File: config.mk
export PLATFORM = sky130hd
export DESIGN_NAME = mod_det_nxn_flat
export DESIGN_NICKNAME = d
export VERILOG_FILES = /design/src/rtl/mod_det_nxn_if.sv /design/src/rtl/mod_det_nxn.sv /design/src/flat_wrapper.sv
export SDC_FILE = /design/constraint.sdc
export NUM_CORES = 1
export LEC_CHECK = 0
export CAP_MARGIN = 20
export CORE_ASPECT_RATIO = 0.8
export CORE_MARGIN = 3
export CORE_UTILIZATION = 45
export CTS_CLUSTER_SIZE = 30
export DETAILED_ROUTE_END_ITERATION = 8
export PLACE_DENSITY_LB_ADDON = 0.15
export SLEW_MARGIN = 0
export SYNTH_ARGS = -nofsm -noshare
export SYNTH_HDL_FRONTEND = slang
export SYNTH_SLANG_ARGS = --single-unit
File: constraint.sdc
create_clock -name clk -period 23 [get_ports clk]
set_input_delay 3.45 -clock clk [delete_from_list [all_inputs] [get_ports clk]]
set_output_delay 3.45 -clock clk [all_outputs]
set_load 0.05 [all_outputs]
File: src/rtl/mod_det_nxn_if.sv
// rtl/mod_det_nxn_if.sv - request/result bundle for the NxN determinant engine
interface mod_det_nxn_if #(
    parameter int W     = 8,
    parameter int OUT_W = 16
);
    logic              start;
    logic [2:0]        tamanho;
    logic [16*W-1:0]   matriz;
    logic [OUT_W-1:0]  resultado;
    logic              done;
    logic              busy;
    logic              erro;
    logic              overflow;

    modport master (
        output start, tamanho, matriz,
        input  resultado, done, busy, erro, overflow
    );

    modport slave (
        input  start, tamanho, matriz,
        output resultado, done, busy, erro, overflow
    );
endinterface

File: src/rtl/mod_det_nxn.sv
// rtl/mod_det_nxn.sv - sequential Leibniz determinant engine for 2x2/3x3/4x4, optional DET_SAT_EN saturation
module mod_det_nxn #(
    parameter int W         = 8,
    parameter int OUT_W     = 16,
    parameter int SIGNED_EL = 0
) (
    input  logic       clk,
    input  logic       rst_n,
    mod_det_nxn_if.slave bus
);
    localparam int EXT_W  = W + 1;
    localparam int PROD_W = 4 * EXT_W;
    localparam int ACC_W  = PROD_W + 5;

    localparam logic [1:0] S_IDLE = 2'd0;
    localparam logic [1:0] S_CALC = 2'd1;
    localparam logic [1:0] S_FIM  = 2'd2;

    localparam logic signed [ACC_W-1:0] RES_MAX = {{(ACC_W-OUT_W+1){1'b0}}, {(OUT_W-1){1'b1}}};
    localparam logic signed [ACC_W-1:0] RES_MIN = {{(ACC_W-OUT_W+1){1'b1}}, {(OUT_W-1){1'b0}}};

    logic [1:0]              state_q, state_d;
    logic [16*W-1:0]         mat_q, mat_d;
    logic [2:0]              size_q, size_d;
    logic [4:0]              cnt_q, cnt_d;
    logic signed [ACC_W-1:0] acc_q, acc_d;
    logic [OUT_W-1:0]        res_q, res_d;
    logic                    done_q, done_d;
    logic                    busy_q, busy_d;
    logic                    erro_q, erro_d;
    logic                    ovf_q, ovf_d;

    logic [8:0]              entry;
    logic [1:0]              col;
    logic [W-1:0]            el;
    logic signed [EXT_W-1:0] fac;
    logic signed [PROD_W-1:0] prod;
    logic signed [ACC_W-1:0] term;
    logic signed [ACC_W-1:0] acc_sum;
    logic                    ovf_c;
    logic [OUT_W-1:0]        res_c;
    logic [4:0]              last_idx;
    logic                    size_ok;

    // Permutations of {0..3} as {odd, p3, p2, p1, p0}. Ordered so that the first
    // 2 entries fix rows 2..3 and the first 6 fix row 3: a size-k run simply walks
    // the first k! entries, and fixed points leave the parity unchanged.
    function automatic logic [8:0] perm_entry(input logic [4:0] idx);
        case (idx)
            5'd0:    perm_entry = {1'b0, 2'd3, 2'd2, 2'd1, 2'd0};
            5'd1:    perm_entry = {1'b1, 2'd3, 2'd2, 2'd0, 2'd1};
            5'd2:    perm_entry = {1'b1, 2'd3, 2'd1, 2'd2, 2'd0};
            5'd3:    perm_entry = {1'b0, 2'd3, 2'd1, 2'd0, 2'd2};
            5'd4:    perm_entry = {1'b0, 2'd3, 2'd0, 2'd2, 2'd1};
            5'd5:    perm_entry = {1'b1, 2'd3, 2'd0, 2'd1, 2'd2};
            5'd6:    perm_entry = {1'b1, 2'd2, 2'd3, 2'd1, 2'd0};
            5'd7:    perm_entry = {1'b0, 2'd2, 2'd3, 2'd0, 2'd1};
            5'd8:    perm_entry = {1'b0, 2'd2, 2'd1, 2'd3, 2'd0};
            5'd9:    perm_entry = {1'b1, 2'd2, 2'd1, 2'd0, 2'd3};
            5'd10:   perm_entry = {1'b1, 2'd2, 2'd0, 2'd3, 2'd1};
            5'd11:   perm_entry = {1'b0, 2'd2, 2'd0, 2'd1, 2'd3};
            5'd12:   perm_entry = {1'b0, 2'd1, 2'd3, 2'd2, 2'd0};
            5'd13:   perm_entry = {1'b1, 2'd1, 2'd3, 2'd0, 2'd2};
            5'd14:   perm_entry = {1'b1, 2'd1, 2'd2, 2'd3, 2'd0};
            5'd15:   perm_entry = {1'b0, 2'd1, 2'd2, 2'd0, 2'd3};
            5'd16:   perm_entry = {1'b0, 2'd1, 2'd0, 2'd3, 2'd2};
            5'd17:   perm_entry = {1'b1, 2'd1, 2'd0, 2'd2, 2'd3};
            5'd18:   perm_entry = {1'b1, 2'd0, 2'd3, 2'd2, 2'd1};
            5'd19:   perm_entry = {1'b0, 2'd0, 2'd3, 2'd1, 2'd2};
            5'd20:   perm_entry = {1'b0, 2'd0, 2'd2, 2'd3, 2'd1};
            5'd21:   perm_entry = {1'b1, 2'd0, 2'd2, 2'd1, 2'd3};
            5'd22:   perm_entry = {1'b1, 2'd0, 2'd1, 2'd3, 2'd2};
            5'd23:   perm_entry = {1'b0, 2'd0, 2'd1, 2'd2, 2'd3};
            default: perm_entry = {1'b0, 2'd3, 2'd2, 2'd1, 2'd0};
        endcase
    endfunction

    // Signed product of one permutation term; rows beyond the matrix order contribute +1
    always_comb begin
        entry = perm_entry(cnt_q);
        prod  = {{(PROD_W-1){1'b0}}, 1'b1};
        col   = 2'd0;
        el    = '0;
        fac   = '0;
        for (int r = 0; r < 4; r++) begin
            col = entry[2*r +: 2];
            el  = mat_q[(4*r + int'(col))*W +: W];
            fac = (SIGNED_EL != 0) ? {el[W-1], el} : {1'b0, el};
            if (r >= int'(size_q)) begin
                fac = {{(EXT_W-1){1'b0}}, 1'b1};
            end
            prod = prod * PROD_W'(fac);
        end
        term = ACC_W'(prod);
        if (entry[8]) begin
            term = -term;
        end
        acc_sum = acc_q + term;
        ovf_c   = (acc_sum > RES_MAX) || (acc_sum < RES_MIN);
`ifdef DET_SAT_EN
        if (ovf_c) begin
            res_c = acc_sum[ACC_W-1] ? {1'b1, {(OUT_W-1){1'b0}}} : {1'b0, {(OUT_W-1){1'b1}}};
        end else begin
            res_c = acc_sum[OUT_W-1:0];
        end
`else
        res_c = acc_sum[OUT_W-1:0];
`endif
    end

    // Control: accept requests in IDLE, accumulate k! terms in CALC, publish in FIM
    always_comb begin
        state_d  = state_q;
        mat_d    = mat_q;
        size_d   = size_q;
        cnt_d    = cnt_q;
        acc_d    = acc_q;
        res_d    = res_q;
        done_d   = 1'b0;
        busy_d   = busy_q;
        erro_d   = erro_q;
        ovf_d    = ovf_q;
        size_ok  = (bus.tamanho == 3'd2) || (bus.tamanho == 3'd3) || (bus.tamanho == 3'd4);
        last_idx = (size_q == 3'd2) ? 5'd1 : ((size_q == 3'd3) ? 5'd5 : 5'd23);
        case (state_q)
            S_IDLE: begin
                if (bus.start) begin
                    if (size_ok) begin
                        mat_d   = bus.matriz;
                        size_d  = bus.tamanho;
                        cnt_d   = 5'd0;
                        acc_d   = '0;
                        erro_d  = 1'b0;
                        ovf_d   = 1'b0;
                        busy_d  = 1'b1;
                        state_d = S_CALC;
                    end else begin
                        done_d  = 1'b1;
                        erro_d  = 1'b1;
                        res_d   = '0;
                        ovf_d   = 1'b0;
                    end
                end
            end
            S_CALC: begin
                acc_d = acc_sum;
                if (cnt_q == last_idx) begin
                    res_d   = res_c;
                    ovf_d   = ovf_c;
                    done_d  = 1'b1;
                    busy_d  = 1'b0;
                    state_d = S_FIM;
                end else begin
                    cnt_d = cnt_q + 5'd1;
                end
            end
            S_FIM: begin
                cnt_d   = 5'd0;
                state_d = S_IDLE;
            end
            default: begin
                state_d = S_IDLE;
            end
        endcase
    end

    // State registers; reset aborts any computation without a done pulse
    always_ff @(posedge clk or negedge rst_n) begin
        if (!rst_n) begin
            state_q <= S_IDLE;
            mat_q   <= '0;
            size_q  <= 3'd0;
            cnt_q   <= 5'd0;
            acc_q   <= '0;
            res_q   <= '0;
            done_q  <= 1'b0;
            busy_q  <= 1'b0;
            erro_q  <= 1'b0;
            ovf_q   <= 1'b0;
        end else begin
            state_q <= state_d;
            mat_q   <= mat_d;
            size_q  <= size_d;
            cnt_q   <= cnt_d;
            acc_q   <= acc_d;
            res_q   <= res_d;
            done_q  <= done_d;
            busy_q  <= busy_d;
            erro_q  <= erro_d;
            ovf_q   <= ovf_d;
        end
    end

    assign bus.resultado = res_q;
    assign bus.done      = done_q;
    assign bus.busy      = busy_q;
    assign bus.erro      = erro_q;
    assign bus.overflow  = ovf_q;
endmodule

File: src/flat_wrapper.sv
// flat-port wrapper written by rule: the top's interface ports become plain ports
module mod_det_nxn_flat 
#(
    parameter int W         = 8,
    parameter int OUT_W     = 16,
    parameter int SIGNED_EL = 0
)
  (clk, rst_n, bus_start, bus_tamanho, bus_matriz, bus_resultado, bus_done, bus_busy, bus_erro, bus_overflow);
  mod_det_nxn_if #(.W(W), .OUT_W(OUT_W)) bus_i ();
  input  logic clk;
  input  logic rst_n;
  input wire logic [$bits(bus_i.start)-1:0] bus_start;
  input wire logic [$bits(bus_i.tamanho)-1:0] bus_tamanho;
  input wire logic [$bits(bus_i.matriz)-1:0] bus_matriz;
  output wire logic [$bits(bus_i.resultado)-1:0] bus_resultado;
  output wire logic [$bits(bus_i.done)-1:0] bus_done;
  output wire logic [$bits(bus_i.busy)-1:0] bus_busy;
  output wire logic [$bits(bus_i.erro)-1:0] bus_erro;
  output wire logic [$bits(bus_i.overflow)-1:0] bus_overflow;
  assign bus_i.start = bus_start;
  assign bus_i.tamanho = bus_tamanho;
  assign bus_i.matriz = bus_matriz;
  assign bus_resultado = bus_i.resultado;
  assign bus_done = bus_i.done;
  assign bus_busy = bus_i.busy;
  assign bus_erro = bus_i.erro;
  assign bus_overflow = bus_i.overflow;
  mod_det_nxn #(.W(W), .OUT_W(OUT_W), .SIGNED_EL(SIGNED_EL)) u_core (.clk(clk), .rst_n(rst_n), .bus(bus_i));
endmodule
* After elaboration in Yosys (flattened, before gate mapping)
Memory sizes are Yosys's and may differ from the RTL's.
Cells that the tools add are included.
** Storage, ports and cells
- Register bits :: 199
- Memories kept :: 1
- Output and inout port bits :: 20
- Bits in read-only memories :: 288
** Memory list
- (no name shown) :: words 32, bits a word 9, rd ports 1, clocked after Yosys merged registers in 0, wr ports 0, line mod_det_nxn.sv:49 : case (idx)
** Cells by class
- Equality and inequality tests :: 13
- Multipliers :: 3
- $add $sub $neg :: 6
- Reductions and logical operators :: 14
- Shifts and indexed selects :: 4
- Mux-type cells :: 33
- $lt $le $gt $ge :: 6
** Operators with widths (number)
- $shiftx A128 B32 Y8 :: 3
- $shiftx A128 B6 Y8 :: 1
- $mux W41 :: 3
- $pmux W41 S2 :: 1
- $mul A36 B9 Y36 :: 2
- $mux W16 :: 3
- $add A41 B41 Y41 :: 1
- $gt A41 B16 Y1 const B :: 1
- $lt A41 B16 Y1 const B :: 1
- $neg A36 Y41 :: 1
- $mux W8 :: 4
- $pmux W16 S2 :: 1
- $mux W5 :: 5
- $mul A8 B8 Y16 :: 1
- $pmux W5 S3 :: 1
- $eq A3 B2 Y1 const B :: 4
- $reduce_and A3 Y1 :: 4
- $reduce_and A4 Y1 :: 3
- $add A4 B2 Y5 const A :: 2
- $mux W1 :: 8
- $ge A1 B3 Y1 const A :: 2
- $ge A2 B3 Y1 const A :: 2
- $mux W2 :: 3
- $ne A2 B2 Y1 const B :: 3
- 14 further kinds :: 19

* Longest topological paths before layout
Gate-level depths: netlist (run 1).
An unclocked memory read counts as a cell.
- Depth in word-level cells :: 14
- Gate-level depth with buffers :: 80

* Worst setup path before layout (run 1)
No wires, ideal clock.
- Kind :: reg2reg
- From :: register u_core.cnt_q[1]
- To :: register u_core.ovf_q, in the netlist u_core.bus.overflow
- Setup time :: 136 ps
- Path slack :: 5019 ps
- Arrival :: 17846 ps
- Stages on the path, launching flop included :: 80
- Path through :: dfrtp_1 > inv_1 > ha_1 > inv_1 > mux4_2 > o21a_1 > clkbuf_1 > buf_1 > mux2_2 > o21ai_1 > or2_2 > fa_1 > fa_1 > inv_1 > ha_1 > inv_1 > fa_1 > inv_1 > [44 not listed] > nor3_2 > nand2_1 > nor3_1 > nand2b_1 > xnor2_1 > ha_1 > nand3_1 > nor3_1 > o211ai_1 > a311o_1 > a22o_1 > xnor2_1 > a2111oi_0 > nand4_1 > o41ai_1 > nand3_1 > a21oi_1 > a211oi_2
** On the way
- Longest elaborated chain between the ends :: 14
** RTL lines
- start, declared :: line mod_det_nxn.sv:25 : logic [4:0] cnt_q, cnt_d;
- start signal, assigned :: line mod_det_nxn.sv:184 : cnt_q <= cnt_d;
- $mem_v2 Z32 W9
- $add A3 B2 Y4 :: line mod_det_nxn.sv:87 : el = mat_q[(4*r + int'(col))*W +: W];
- $shiftx A128 B32 Y8 :: line mod_det_nxn.sv:87
- $mux W8 :: line mod_det_nxn.sv:89 : if (r >= int'(size_q)) begin
- $mul A8 B8 Y16 :: line mod_det_nxn.sv:92 : prod = prod * PROD_W'(fac);
- $mul A36 B9 Y36 (2 in a row) :: line mod_det_nxn.sv:92
- $neg A36 Y41 :: line mod_det_nxn.sv:96 : term = -term;
- $mux W41 :: line mod_det_nxn.sv:95 : if (entry[8]) begin
- $add A41 B41 Y41 :: line mod_det_nxn.sv:98 : acc_sum = acc_q + term;
- $gt A41 B16 Y1 or $lt A41 B16 Y1 (tied branches) :: line mod_det_nxn.sv:99 : ovf_c = (acc_sum > RES_MAX) || (acc_sum < RES_MIN);
- $logic_or A1 B1 Y1 :: line mod_det_nxn.sv:99
- $mux W1 :: line mod_det_nxn.sv:147 : if (cnt_q == last_idx) begin
- $pmux W1 S2 :: line mod_det_nxn.sv:125 : case (state_q)
- end signal, assigned :: line mod_det_nxn.sv:190 : ovf_q <= ovf_d;
- end, declared :: line mod_det_nxn.sv:31 : logic ovf_q, ovf_d;
Several ways; a longest one is shown, not always the timed one. The select of a mux whose other input is x is not followed.
A chain may end at the register's enable or synchronous reset.

* Final worst setup path (run 1)
- From :: register u_core.cnt_q[2]
- To :: register u_core.ovf_q, in the netlist u_core.bus.overflow
The elaborated chain is that of the path after synthesis.

==> results of run 1 <==
==> registers in the layout (all words and copies together) (netlist names) <==
name,cells
u_core.bus.erro,1
u_core.bus.overflow,1
u_core.cnt_q,5
u_core.bus.resultado,16
u_core.mat_q,128
u_core.bus.done,1
u_core.state_q,2
u_core.bus.busy,1
u_core.size_q,3
u_core.acc_q,41
==> layout make-up <==
type / instances / area [µm²]
Antenna cell: 1 / 2.50
Clock inverter: 15 / 214
Sequential cell: 199 / 4980
Tap cell: 750 / 938
Clock buffer: 17 / 425
Fill cell: 5189 / 27200
Multi-Input combinational cell: 2167 / 18900
Inverter: 383 / 1440
Timing Repair Buffer: 175 / 1700
==> routing by layer <==
| metal | routed length (µm) | share of wire, % |
|---|---|---|
| met1 | 38200 | 52 |
| met2 | 29900 | 40 |
| met3 | 4930 | 6.7 |
| met4 | 912 | 1.2 |
| met5 | 27 | 0.037 |
==> how the worst max path moves through the flow <==
stage / to / cells past startpoint / from / slack, ns
6_report: u_core.bus.overflow / 71 / u_core.cnt_q[2] / 2.36
5_1_grt: u_core.bus.overflow / 75 / u_core.cnt_q[1] / 0.92
4_1_cts: u_core.bus.overflow / 71 / u_core.cnt_q[2] / 2.50
3_5_place_dp: u_core.bus.overflow / 71 / u_core.cnt_q[2] / 2.61
3_3_place_gp: u_core.bus.overflow / 68 / u_core.cnt_q[2] / 2.97
2_1_floorplan: u_core.bus.overflow / 79 / u_core.cnt_q[1] / 5.02
==> worst max-delay path: cells and delay by family, from the launching register on <==
family	cells	cell delay, ns
AOI/OAI and AO/OA	25	6.91
buffers and inverters	8	0.56
adders and majority gates	16	7.48
xor gates and xnor gates	5	1.63
muxes	2	0.84
DFF	1	0.77
and+or+nand+nor	15	2.27
==> per-stage QoR <==
stage | util, % | area [µm²] | std cells | hold WS, ns | setup slack (ns)
finish | 51.2 | 28600 | 3707 | 0.490 | 2.36
global route | 51.2 | 28600 | 3707 | 0.514 | 0.922
CTS | 51.2 | 28600 | 3705 | 0.493 | 2.50
detailed placement | 50.1 | 27900 | 3673 | 0.462 | 2.61
global placement | 50.0 | 27900 | 3672 | 0.463 | 2.97
floorplan | - | 25700 | 2851 | 0.452 | 5.02
==> placed cells by master (no fill, tap or decap), types with 28 or more instances in the layout <==
master,Yosys,final
nand3_1,33,33
ha_1,229,229
nor2_1,326,326
clkdlybuf4s50_1,0,152
or2_2,73,73
o21ai_0,112,111
a21o_1,37,37
dfrtp_1,199,199
nand2_1,262,262
mux2i_1,37,37
a21oi_1,128,128
xnor2_1,84,84
nor3_1,28,28
mux2_2,139,139
inv_1,382,382
fa_1,267,267
xor2_1,39,39
==> cell families after synthesis <==
kind of cell             share of synthesized area (%)
flip-flops                                        19.4
adder cells (fa/ha/maj)                           32.0
XOR/XNOR                                          4.20
buffers and inverters                             7.19
AO/OA/AOI/OAI                                     13.0
multiplexers                                      8.77
AND/OR/NAND/NOR                                   15.5
==> summary.md, run 1 <==
| Metric | Value |
|---|---|
| Status | finished clean |
| Slew Viols, Final | 0 |
| Initial DRC Count | 1,648 |
| Hold Path Depth | 2 |
| Most common cell in the synthesized netlist | inv_1 |
| Critical Path RT | 23.35 ns |
| RR Endpoint | u_core.bus.overflow |
| Rel. slew slack | 23.1% |
| Total nets after synthesis | 3,481 |
| CTS H-tree lvls | 4 |
| Core ar. | around 56,000 µm² |
| Crit path arrival time | 20.99 ns |
| Hpwl dp | 60.6 mm |
| Row count | 77 |
| Max-capacitance violation count | 0 |
| Vias per Instance | 5.61 |
| FMAX | 0.0485 GHz |
| Dominant cell type by area after synthesis | fa_1 |
| R2r startpoint | u_core.cnt_q[2] |
| Tcrit/Tclk final | about nine tenths |
| DRT Pass-1 Iters | 5 |
| Largest net degree at the start of global routing | 84 |
| Synth top cells by count | inv_1 (382), nor2_1 (326), fa_1 (267) |
| Setup tns final | 0 ns |
| I/O pin count | 154 |
| Cells after Synth | ~2,900 |
| Crit path max-delay cell type | o21ai_0 |
| Busiest layer in global routing | met1 |
| Flops & latches, synth | just under 200 |
| Initial antenna violation count | 4 |
| Hold path start | u_core.acc_q[37] |
| Worst reg2reg path depth | 71 |
| Final #Nets | 3,573 |
| Die height | 220 µm |
| GR met1 Demand/Resource | roughly 40% |
| Synthesis warning total | 0 |
| Most used DFF post-synth | dfrtp_1 |
| Routability Congestion | 0.969 |
| Post-route minimum period | roughly 21 ns |
| TritonCTS buffer count | 17 |
| CTS Buffer Depth | 2 |
| WHS Endpoint | u_core.acc_q[37] |
| Type of the worst setup path | reg -> reg |
| GR Util met2 | between 30% and 40% |
| Synthesis-to-finish area growth | 11.3% |
| Routed WL | 73.9 mm |
| GRT overflow | 0 |
| EDFF count, synth | 0 |
| CTS Hold Bufs | 0 |
| Sequential area share after synthesis | 19.4% |
| Crit path launch type | flip-flop |
| Routed via count | 20,800 |
| Synth unique cells | 98 |
| Initial core utilization | 46.0% |
| Clk slew on worst S/H paths | 0.08 ns |
| Clock sinks | 199 |
| Setup Fix Bufs, Post-CTS | 0 |
| Crit Path Max Fanout | 20 |
| Number of global-route vias before repair | 20,600 |
| All-Layer GR Usage | between 20 and 25% |
| CTS tree | done |
| Die W | 273 µm |
| Most frequent cell on the critical path | fa_1 |
| Skew-Pair Late Insertion Delay | 0.48 ns |
| Unrepaired setup endpoints after global routing | false |
| Port Buffer Count | 153 |
| GRT met3 Usage | 4.39% |
| Worst R2R Setup Slack | ~2.4 ns |
| Syn Area/Cell | 9.00 µm² |
| DIE AREA | 60,000 µm² |
| Endpoint class of the critical path | flip-flop |
| Drt drc | 0 |
| Share of flip-flops with an asynchronous set or reset | 100% |
| Final setup viols | 0 |
| Worst-Margin Slew | about 1.2 ns |
| Crit path largest cell delay | 0.79 ns |
| Resized Gates After CTS | 0 |
| Clk root buf | clkbuf_16 |
| Post-synth top area share | 20.8% |
| Fin. Hold Viols | 0 |
| WL/cell | 19.9 µm |
| Synth area leaders | fa_1 (21%), dfrtp_1 (19%), ha_1 (11%) |
| Worst min-delay path class | reg -> reg |
| Global-route wire length before repair | 117 mm |
| Antenna Nets Post-Route | 0 |
| Skew final | between 0.02 and 0.03 ns |
| Layout cells sized above 1 | roughly 11% |
| Synthesized area | 25,700 µm² |
Power of run 1 is not shown: default switching activity piles up to over one toggle a cycle in this logic, so the estimate is an artifact.
==> inputs of run 2 (changes only) <==
clock period = 25 ns   (was 23 ns; I/O delays follow)
==> summary.md, run 2 (synthesis results as in run 1) <==
| Metric | Value |
|---|---|
| Largest net degree at the start of global routing | 84 (unchanged) |
| Initial core utilization | 46.0% (unchanged) |
| Initial antenna violation count | 4 (unchanged) |
| Drt drc | 0 (unchanged) |
| Sequential cell area | 4980 µm² (unchanged) |
| Layout cells sized above 1 | 10.9% (unchanged) |
| All-Layer GR Usage | 25.0% (+0.15 points) |
| Synthesis-to-finish area growth | 11.4% (about the same) |
| Clk root buf | clkbuf_16 |
| CTS Hold Bufs | 0 (unchanged) |
| Crit Path Max Fanout | 16 (-20%) |
| Commonest non-fill, non-tap cell in the layout | inv_1 |
| Worst min-delay path class | reg -> reg |
| Routed WL | 73.9 mm (about the same) |
| Tcrit/Tclk final | 82.7% (-7.0 points) |
| Type of the worst setup path | reg -> reg |
| Core ar. | 55,800 µm² (unchanged) |
| DIE AREA | 60,000 µm² (unchanged) |
| Max FFs per register | 128 (unchanged) |
| Fin. Hold Viols | 0 (unchanged) |
| Clock sinks | 199 (unchanged) |
| I/O pin count | 154 (unchanged) |
| Routed via count | 20,800 (+0.21%) |
| Skew-Pair Late Insertion Delay | 0.51 ns (+0.03 ns) |
| Fill cells | 5,192 (+0.058%) |
| Global-route wire length before repair | 117 mm (+0.72%) |
| Skew final | 0.0228 ns (-0.00351 ns) |
| Commonest cells after routing, fill and taps aside | inv_1 (382), nor2_1 (326), fa_1 (267) |
| CTS H-tree lvls | 4 (unchanged) |
| Critical Path RT | 25.38 ns (+2.03 ns) |
| Reg with most FFs | u_core.mat_q |
| Unrepaired setup endpoints after global routing | false |
| Crit path launch type | flip-flop |
| Worst-Margin Slew | 1.09 ns (-0.0611 ns) |
| Die height | 220 µm (unchanged) |
| FMAX | 0.0483 GHz (-0.23%) |
| GRT overflow | 0 (unchanged) |
| Max-capacitance violation count | 0 (unchanged) |
| TritonCTS buffer count | 17 (unchanged) |
| Row count | 77 (unchanged) |
| Number of global-route vias before repair | 20,600 (+0.48%) |
| Crit path max-delay cell type | o32ai_2 |
| Antenna Nets Post-Route | 0 (unchanged) |
| CTS Buffer Depth | 2 (unchanged) |
| Vias per Instance | 5.62 (+0.24%) |
| Setup Fix Bufs, Post-CTS | 0 (unchanged) |
| Placed Cells | 3,673 (unchanged) |
| Rel. slew slack | 27.1% (+4.1 points) |
| Worst R2R Setup Slack | 4.32 ns (+1.95 ns) |
| Routability Congestion | 0.970 (about the same) |
| Worst hold slack | 0.496 ns (+0.00582 ns) |
| WL/cell | 19.9 µm (about the same) |
| Die W | 273 µm (unchanged) |
| Final Non-Filler Cells | 3,706 (-0.027%) |
| Endpoint class of the critical path | flip-flop |
| Hpwl dp | 60.7 mm (+0.10%) |
| Placed Area | 27,900 µm² (unchanged) |
| Initial DRC Count | 1,636 (-0.73%) |
| DRT Pass-1 Iters | 8 (+3) |
| Crit path arrival time | 21.06 ns (+0.07 ns) |
| Resized Gates After CTS | 0 (unchanged) |
| Final #Nets | 3,573 (unchanged) |
| Most frequent cell on the critical path | fa_1 |
| Final instance area | 28,600 µm² (about the same) |
| Clk slew on worst S/H paths | 0.09 ns (about the same) |
| Final setup viols | 0 (unchanged) |
| ANT cells | 0 (-1) |
| Status | finished clean |
| Crit path largest cell delay | 0.81 ns (+0.02 ns) |
| Slew Viols, Final | 0 (unchanged) |
| Multi-input gate area in the final layout | 18,900 µm² (unchanged) |
| Post-route minimum period | 20.68 ns (+0.0470 ns) |
| Port Buffer Count | 153 (unchanged) |
| CTS tree | done |
| Setup tns final | 0 ns (unchanged) |
[run 2: changes by cell type in the layout (fill, tap and decap cells not counted), sizes merged]
cell,delta
inv,-1
clkinvlp,+1
diode,-1
[run 2: path summary, 6_finish.rpt]
kind / from / end / depth (start not counted)
setup / recovery: u_core.cnt_q[1] / u_core.bus.overflow / 73
hold / removal: u_core.bus.resultado[10] / u_core.bus.resultado[10] / 2
setup reg to reg: u_core.cnt_q[1] / u_core.bus.overflow / 73
hold reg to reg: u_core.bus.resultado[10] / u_core.bus.resultado[10] / 2
max in group asynchronous: rst_n / u_core.mat_q[73] / 3
min in group asynchronous: rst_n / u_core.acc_q[31] / 1
[run 2: per-layer routing]
metal | wire [µm] | global-route usage (%) | vias up
met5 | 124 | 0.822 | -
met2 | 30300 | 34.4 | 628
met3 | 5090 | 5.41 | 43
met1 | 37900 | 40.4 | 10500
met4 | 484 | 3.09 | 10
li1 | - | - | 9661
[run 2: area by class of cell]
cell class,instances,share of cell area (%)
Multi-Input combinational cell,2167,66.0
Sequential cell,199,17.4
Timing Repair Buffer,175,5.94
Inverter,383,5.03
Tap cell,750,3.28
Clock buffer,17,1.49
Clock inverter,15,0.814
[run 2: through the flow]
stage                     setup WS [ns]  utilization (%)
after floorplan                    7.02                -
after global placement             4.98             50.0
after detailed placement           4.57             50.1
after CTS                          4.50             51.2
after global routing               2.96             51.2
final                              4.32             51.2
[run 2: critical path, delay by kind of cell, from the launching register on]
family | cells | cell delay (ns)
flops | 1 | 0.54
xor+xnor | 4 | 1.20
simple gates | 17 | 2.91
buf+inv | 9 | 0.63
compound gates | 26 | 7.45
fa+ha+maj | 17 | 7.77
Power of run 2 is left out for the same reason.
==> inputs of run 3 (changes only) <==
clock period = 19.1 ns   (was 25 ns; I/O delays follow)
==> summary.md, run 3 (synthesis results as in run 1) <==
| Metric | Value |
|---|---|
| Crit path max-delay cell type | fa_1 |
| Core ar. | 55,800 µm² (unchanged) |
| FMAX | 0.0546 GHz (+13%) |
| Status | finished clean |
| Clk root buf | clkbuf_16 |
| All-Layer GR Usage | 24.6% (-0.43 points) |
| CTS Buffer Depth | 2 (unchanged) |
| Tcrit/Tclk final | 95.9% (+13 points) |
| Multi-input gate area in the final layout | 19,100 µm² (+1.3%) |
| Max FFs per register | 128 (unchanged) |
| Slew Viols, Final | 0 (unchanged) |
| Hpwl dp | 60.4 mm (-0.43%) |
| Die W | 273 µm (unchanged) |
| Routed via count | 21,100 (+1.4%) |
| Global-route wire length before repair | 116 mm (-1.0%) |
| Initial DRC Count | 1,844 (+13%) |
| Rel. slew slack | 27.8% (+0.65 points) |
| I/O pin count | 154 (unchanged) |
| Worst-Margin Slew | 1.08 ns (-0.00979 ns) |
| DIE AREA | 60,000 µm² (unchanged) |
| Clk slew on worst S/H paths | 0.08 ns (about the same) |
| Antenna Nets Post-Route | 0 (unchanged) |
| Skew-Pair Late Insertion Delay | 0.47 ns (-0.04 ns) |
| Final WS setup | 0.778 ns (-3.54 ns) |
| Initial core utilization | 46.0% (unchanged) |
| Max-capacitance violation count | 0 (unchanged) |
| Clock sinks | 199 (unchanged) |
| Most frequent cell on the critical path | fa_1 |
| Sequential cell area | 4980 µm² (unchanged) |
| Largest net degree at the start of global routing | 87 (+3.6%) |
| Row count | 77 (unchanged) |
| Routability Congestion | 0.956 (-1.5%) |
| Worst min-delay path class | reg -> reg |
| Crit path arrival time | 18.67 ns (-2.39 ns) |
| Port Buffer Count | 153 (unchanged) |
| Fin. Hold Viols | 0 (unchanged) |
| Synthesis-to-finish area growth | 14.9% |
| WL/cell | 19.3 µm (-3.4%) |
| Die height | 220 µm (unchanged) |
| CTS Hold Bufs | 0 (unchanged) |
| Endpoint class of the critical path | flip-flop |
| TritonCTS buffer count | 17 (unchanged) |
| Crit path largest cell delay | 0.58 ns (-0.23 ns) |
| Number of global-route vias before repair | 20,800 (+0.67%) |
| Routed WL | 73.2 mm (-1.0%) |
| Commonest non-fill, non-tap cell in the layout | inv_1 |
| Fill cells | 5,185 (-0.13%) |
| Post-placement setup slack | 0.0200 ns (-4.55 ns) |
| Crit path launch type | flip-flop |
| Commonest cells after routing, fill and taps aside | inv_1 (380), nor2_1 (324), fa_1 (266) |
| Drt drc | 0 (unchanged) |
| Final setup viols | 0 (unchanged) |
| Vias per Instance | 5.56 (-1.1%) |
| Layout cells sized above 1 | 15.1% (+4.2 points) |
| Critical Path RT | 19.45 ns (-5.93 ns) |
| Initial antenna violation count | 6 (+2) |
| Type of the worst setup path | reg -> reg |
| Crit Path Max Fanout | 10 (-6) |
| CTS tree | done |
| DRT Pass-1 Iters | 5 (-3) |
| CTS H-tree lvls | 4 (unchanged) |
| Reg with most FFs | u_core.mat_q |
| Post-route minimum period | 18.32 ns (-2.36 ns) |
| Final #Nets | 3,665 (+2.6%) |
| GRT overflow | 0 (unchanged) |
| Skew final | 0.0190 ns (-0.00372 ns) |
## run 3: cell types whose count changed in the layout (fill, tap and decap cells not counted), moves of 7 or more
cell / before / now
a21oi_1: 128 / 119
a21oi_2: 1 / 10
xnor2_2: 0 / 7
xnor2_1: 84 / 77
buf_4: 20 / 112
o21ai_0: 111 / 104
## run 3: per-stage QoR
step	utilization (%)	instances	TNS [ns]	instance area, µm²	hold WS, ns
floorplan	-	2851	0	25700	0.452
global placement	51.2	3759	0	28600	0.459
detailed placement	51.2	3759	0	28600	0.469
CTS	52.3	3792	0	29200	0.492
global route	52.9	3799	-0.0571	29500	0.518
finish	52.9	3799	0	29500	0.489
## run 3: area by class of cell
class                      instances  share of cell area, %
clock inverter                    13                  0.594
timing repair buffer             267                   8.13
sequential                       199                   16.9
inverter                         383                   4.87
tap                              750                   3.18
clock buffer                      19                   1.50
antenna                            1                0.00848
multi-input combinational       2167                   64.8
## run 3: worst paths after layout
kind | from | to | slack (ns) | cells past startpoint
min reg2reg | u_core.bus.resultado[15] | u_core.bus.resultado[15] | 0.49 | 2
max | u_core.cnt_q[1] | u_core.bus.overflow | 0.78 | 74
max in group asynchronous | rst_n | u_core.mat_q[65] | 14.55 | 3
min | u_core.bus.resultado[15] | u_core.bus.resultado[15] | 0.49 | 2
min in group asynchronous | rst_n | u_core.acc_q[32] | 2.37 | 1
max reg2reg | u_core.cnt_q[1] | u_core.bus.overflow | 0.78 | 74
## run 3: layer usage
layer | routed length, µm | up-vias | track usage [%]
met4 | 708 | 8 | 3.41
met3 | 5320 | 56 | 4.19
met2 | 29800 | 694 | 34.3
met1 | 37300 | 10500 | 39.9
met5 | 50 | - | 0
li1 | - | 9836 | -
## run 3: worst max-delay path: cells and delay by family (launching register included)
kind            cells  cell delay (ns)
xor+xnor            3             0.47
mux                 2             0.80
compound gates     21             4.37
flops               1             0.39
buf+inv            15             1.67
simple gates       16             2.99
fa+ha+maj          17             7.48
## run 3: repair_timing
item / 4_1_cts / 5_1_grt
endpoints found under the setup margin: 1 / 6
gates resized for setup: 0 / 61
buffers inserted: 1 / 6
pin swaps: 1 / 18
Power of run 3 is left out for the same reason.
